==> src/rtl/prefix_adder_pipe.sv <==
// Pipelined Kogge-Stone (kill/propagate/generate) adder/subtractor with valid/ready on both sides.
// Define PREFIX_ADD_FLAGS_EN to add the ovf and zero outputs.
module prefix_adder_pipe #(
  parameter int WIDTH     = 32,
  parameter int REG_EVERY = 2
) (
  input  logic             clk,
  input  logic             rst,
  input  logic             in_valid,
  output logic             in_ready,
  input  logic [WIDTH-1:0] a,
  input  logic [WIDTH-1:0] b,
  input  logic             cin,
  input  logic             sub,
  output logic             out_valid,
  input  logic             out_ready,
  output logic [WIDTH-1:0] sum,
  output logic             cout
`ifdef PREFIX_ADD_FLAGS_EN
  ,
  output logic             ovf,
  output logic             zero
`endif
);

  localparam int L  = $clog2(WIDTH);
  localparam int NR = (L + REG_EVERY - 1) / REG_EVERY;

  // Handshake: a beat moves into stage 0 when in_valid & in_ready; the result
  // leaves when out_valid & out_ready. Every stage advances together on en, so
  // in_ready follows out_ready combinationally whenever the output is valid.

  // Stage 0 is the input register; stages 1..NR each follow REG_EVERY prefix levels.
  // KPG pair {kh, kl}: 00 kill, 11 generate, 10 propagate.
  logic [NR:0]      valid_q, valid_d;
  logic [NR:0]      c0_q, c0_d;
  logic [WIDTH-1:0] x_q  [NR+1];
  logic [WIDTH-1:0] x_d  [NR+1];
  logic [WIDTH-1:0] kh_q [NR+1];
  logic [WIDTH-1:0] kh_d [NR+1];
  logic [WIDTH-1:0] kl_q [NR+1];
  logic [WIDTH-1:0] kl_d [NR+1];
`ifdef PREFIX_ADD_FLAGS_EN
  logic [NR:0]      am_q, am_d, bm_q, bm_d;
`endif
  logic             en;
  logic             unused_kh;

  always_comb begin
    logic [WIDTH-1:0] bp, h, l;
    int r, span;
    bp   = sub ? ~b : b;
    h    = '0;
    l    = '0;
    r    = 1;
    span = 1;
    en   = ~valid_q[NR] | out_ready;

    valid_d[0] = in_valid;
    x_d[0]     = a ^ bp;
    kh_d[0]    = a | bp;
    kl_d[0]    = a & bp;
    c0_d[0]    = sub | cin;
`ifdef PREFIX_ADD_FLAGS_EN
    am_d[0]    = a[WIDTH-1];
    bm_d[0]    = bp[WIDTH-1];
`endif

    for (int s = 1; s <= NR; s++) begin
      valid_d[s] = valid_q[s-1];
      x_d[s]     = x_q[s-1];
      kh_d[s]    = kh_q[s-1];
      kl_d[s]    = kl_q[s-1];
      c0_d[s]    = c0_q[s-1];
`ifdef PREFIX_ADD_FLAGS_EN
      am_d[s]    = am_q[s-1];
      bm_d[s]    = bm_q[s-1];
`endif
    end

    // Resolving bit 0 against the carry-in makes every prefix end in kill/generate.
    if (kh_d[1][0] && !kl_d[1][0]) begin
      kh_d[1][0] = c0_q[0];
      kl_d[1][0] = c0_q[0];
    end

    for (int k = 1; k <= L; k++) begin
      r    = (k - 1) / REG_EVERY + 1;
      span = 1 << (k - 1);
      h    = kh_d[r];
      l    = kl_d[r];
      for (int i = span; i < WIDTH; i++) begin
        if (h[i] && !l[i]) begin
          kh_d[r][i] = h[i - span];
          kl_d[r][i] = l[i - span];
        end
      end
    end
  end

  always_ff @(posedge clk or posedge rst) begin
    if (rst) begin
      valid_q <= '0;
      c0_q    <= '0;
`ifdef PREFIX_ADD_FLAGS_EN
      am_q    <= '0;
      bm_q    <= '0;
`endif
      for (int s = 0; s <= NR; s++) begin
        x_q[s]  <= '0;
        kh_q[s] <= '0;
        kl_q[s] <= '0;
      end
    end else if (en) begin
      valid_q <= valid_d;
      c0_q    <= c0_d;
`ifdef PREFIX_ADD_FLAGS_EN
      am_q    <= am_d;
      bm_q    <= bm_d;
`endif
      x_q     <= x_d;
      kh_q    <= kh_d;
      kl_q    <= kl_d;
    end
  end

  // After the last level kl[i] is the carry into bit i+1.
  assign in_ready  = en;
  assign out_valid = valid_q[NR];
  assign sum       = x_q[NR] ^ {kl_q[NR][WIDTH-2:0], c0_q[NR]};
  assign cout      = kl_q[NR][WIDTH-1];
  assign unused_kh = ^kh_q[NR];
`ifdef PREFIX_ADD_FLAGS_EN
  assign zero      = ~|sum;
  assign ovf       = ~(am_q[NR] ^ bm_q[NR]) & (sum[WIDTH-1] ^ am_q[NR]);
`endif

endmodule

==> config.mk <==
export PLATFORM = sky130hd
export DESIGN_NAME = prefix_adder_pipe
export DESIGN_NICKNAME = d
export VERILOG_FILES = /design/src/rtl/prefix_adder_pipe.sv
export SDC_FILE = /design/constraint.sdc
export NUM_CORES = 1
export LEC_CHECK = 0
export CORE_ASPECT_RATIO = 1.4
export CORE_MARGIN = 4
export CORE_UTILIZATION = 54
export CTS_CLUSTER_SIZE = 25
export DETAILED_ROUTE_END_ITERATION = 12
export GPL_ROUTABILITY_DRIVEN = 0
export PLACE_DENSITY_LB_ADDON = 0.15
export SLEW_MARGIN = 20
export SYNTH_ARGS = -nofsm -noshare
export SYNTH_HDL_FRONTEND = slang
export SYNTH_SLANG_ARGS = --single-unit
==> constraint.sdc <==
create_clock -name clk -period 11.9 [get_ports clk]
set_input_delay 2.975 -clock clk [delete_from_list [all_inputs] [get_ports clk]]
set_output_delay 2.975 -clock clk [all_outputs]
set_load 0.05 [all_outputs]
==> summary.txt <==
Yosys
  – Post-synthesis cell count: 1659
  – Mapped Avg Cell Area: 9.398 um2
  – Register area share after synthesis: 54.57%
  – Synthesized Nets: 1793
  – YS warnings: 0
  – Asr flop ratio synth: 100.0%
  – EDFF count, synth: 0
  – Yosys reg bits: 340
  – Dominant synthesized flop cell: dfrtp_1
  – Synth unique cells: 32
  – Syn Std Cell Area: 15590 um2

Finish
  – Fin util: 62.53%
  – P&R area growth vs syn: 13.92%
  – Commonest non-fill, non-tap cells in the layout: nand2_1 (592), dfrtp_1 (340), a21oi_1 (103), clkdlybuf4s50_1 (103), inv_1 (75)
  – Most common cell after layout, fill and taps aside: nand2_1
  – Nets: 1860
  – ANT cells: 0
  – Ratio of cells with drive above 1 in the final layout: 4.114%
  – Number of standard cells in the final layout excluding fillers: 2125

Global route
  – GR Util met1: 31.22%
  – GR Layer Usage met3: 2.191%
  – Gr usage total: 21.49%
  – Met2 Track Usage GR: 34.15%
  – Initial antenna violation count: 0
  – GR peak layer: met2
  – GR Overflow Total: 0
  – Number of global-route vias before repair: 10870
  – Largest net degree at the start of global routing: 184
  – First-pass GRT wire length: 55120 um

STA
  – Worst slew margin: 31.91%
  – Max Fclk: 0.1181 GHz
  – Final worst slack: 3.434 ns
  – Final Hold Viols: 0
  – Fin crit share: 71.14%
  – Setup_tns: 0 ns
  – Max-slew violations: 0
  – RSZ-0062 raised after global routing: no
  – Tmin final: 8.466 ns
  – Hold Slack: 0.4570 ns
  – Final setup vio count: 0
  – Skew final: 0.01060 ns
  – Least-Margin Pin Slew: 1.021 ns

Place
  – HPWL Detailed: 23190 um
  – Input/output buffers: 104
  – Placed cells: 2067
  – Place WS: 3.420 ns

Setup path
  – Worst setup path startpoint: out_ready
  – CP endpoint: in_ready
  – Setup Crit Path Kind: input port to primary output
  – Crit path DAT: 5.49 ns
  – Startpoint Class: input port
  – Worst Setup End Kind: primary output
  – R2R Setup Slk: 8.43 ns
  – Req. time, crit path: 8.93 ns
  – R2R depth: 7
  – Worst Path Max Fanout: 132
  – Worst r2r src: valid_q[3]$_DFFE_PP0P_
  – R2R Path End: kl_q[89]$_DFFE_PP0P_

CTS
  – Setup repair bufs after CTS: 0
  – CTS root buf: clkbuf_16
  – CTS max path bufs: 3
  – Depth of the CTS H-tree: 1
  – Clock-pin slew on the worst setup and hold paths: 0.06 ns
  – Hold_buf cts: 0
  – TritonCTS Sinks: 340
  – Clk_lat worst skew: 0.56 ns
  – CTS tree: done
  – TritonCTS Buffers: 31
  – Post-cts resize count: 0

Drt
  – Final WL: 33480 um
  – Drt first pass iters: 4
  – Initial DRC count: 753
  – Drt drc: 0
  – DR vias/cell: 5.320
  – DR vias: 11300
  – Post-DRT Antenna Nets: 0
  – Wire per inst: 15.76 um

Floorplan
  – FP Rows: 73
  – IO Count: 105
  – Initial Utilization: 54.89%
  – Die Footprint: 31690 um2
  – Die width: 151.6 um
  – DIE HEIGHT: 209.1 um
  – Core ar.: 28410 um2

Power and ir drop
  – LEAKAGE: 8.723 nW
  – Pwr per Cell Area: 275.6 nW/um2
  – Max VDD drop: 0.0001267 V

Outcome
  – Run status: complete, no violations

Job
  – Max cap viols: 0

Worst hold path
  – HP Class: flop to flop
[per-stage QoR]
step	area [um2]	power (W)
final	17760	0.004896
after global routing	17760	0.005217
after CTS	17730	0.004930
after detailed placement	16710	0.003936
after global placement	16710	0.003873
after floorplan	15600	0.003346
[worst min-delay path by stage]
stage	startpoint	end	slack, ns	depth (start not counted)
final	valid_q[2]$_DFFE_PP0P_	valid_q[2]$_DFFE_PP0P_	0.46	2
after global placement	valid_q[2]$_DFFE_PP0P_	valid_q[2]$_DFFE_PP0P_	0.45	2
after detailed placement	valid_q[2]$_DFFE_PP0P_	valid_q[2]$_DFFE_PP0P_	0.45	2
after CTS	valid_q[2]$_DFFE_PP0P_	valid_q[2]$_DFFE_PP0P_	0.46	2
after global routing	x_d[93]$_DFFE_PP0P_	x_d[93]$_DFFE_PP0P_	0.49	2
after floorplan	valid_q[2]$_DFFE_PP0P_	valid_q[2]$_DFFE_PP0P_	0.43	2
[cells in the mapped netlist (3+ instances only)]
cell type  count  area (um2)
nand2_1      592        2222
dfrtp_1      340        8508
a21oi_1      103       515.5
inv_1         76       285.3
ha_1          64       800.8
o21ai_0       64       320.3
xor2_1        63       551.8
buf_2         59       295.3
nor2_1        51       191.4
o211ai_1      44       330.3
a21o_1        40       300.3
a211oi_1      35       262.8
o21a_1        33       247.7
nand3_1       18       90.09
nor3_1        17       85.08
buf_4         10       75.07
a211o_1        9       78.83
buf_6          8       90.09
a21boi_1       7       52.55
a31oi_1        5       31.28
a2111oi_4      4       110.1
a21oi_2        3       26.28
clkbuf_1       3       11.26
o2111a_1       3       33.78
[critical path: stages]
cell	delay (ns)
clkdlybuf4s50_1	0.51
nor2b_4	0.05
buf_4	0.34
inv_8	0.62
clkdlybuf4s50_1	0.94
[where the power goes]
| part | leakage, nW | switching, W | internal (W) |
|---|---|---|---|
| Sequential | 3.99 | 0.000439 | 0.00164 |
| Clock | 0.506 | 0.000424 | 0.000564 |
| Combinational | 4.22 | 0.00116 | 0.000663 |
[registers in the layout, indices dropped and copies added (netlist names)]
signal / flops
x_q: 32
kl_q: 107
cout: 1
c0_q: 4
kl_d: 20
valid_q: 4
kh_q: 76
x_d: 96
[cells by family (layout without fill, tap and decap cells)]
kind of cell	count (synthesis)	in the layout	synth area share [%]
xor gates and xnor gates	64	64	3.595
DFF	340	340	54.57
adders and majority gates	64	64	5.136
buffers and inverters	158	249	4.975
and+or+nand+nor	680	680	16.73
AOI/OAI and AO/OA	353	353	14.99
[layer usage]
metal  part of all wire, %  routed length, um
met2                    47              15900
met3                   3.8               1263
met4                   3.0               1016
met1                    46              15300
met5                     0                  0
[cell type report]
| class | instances | area, um2 |
|---|---|---|
| clock buffers | 48 | 939.7 |
| well taps | 375 | 469.2 |
| flip-flops and latches | 340 | 8508 |
| fillers | 2489 | 10640 |
| inverters | 77 | 300.3 |
| multi-input cells | 1161 | 6307 |
| repair buffers | 115 | 1155 |
| clock inverters | 9 | 82.58 |
No activity file was read; power rests on OpenSTA's default activity.
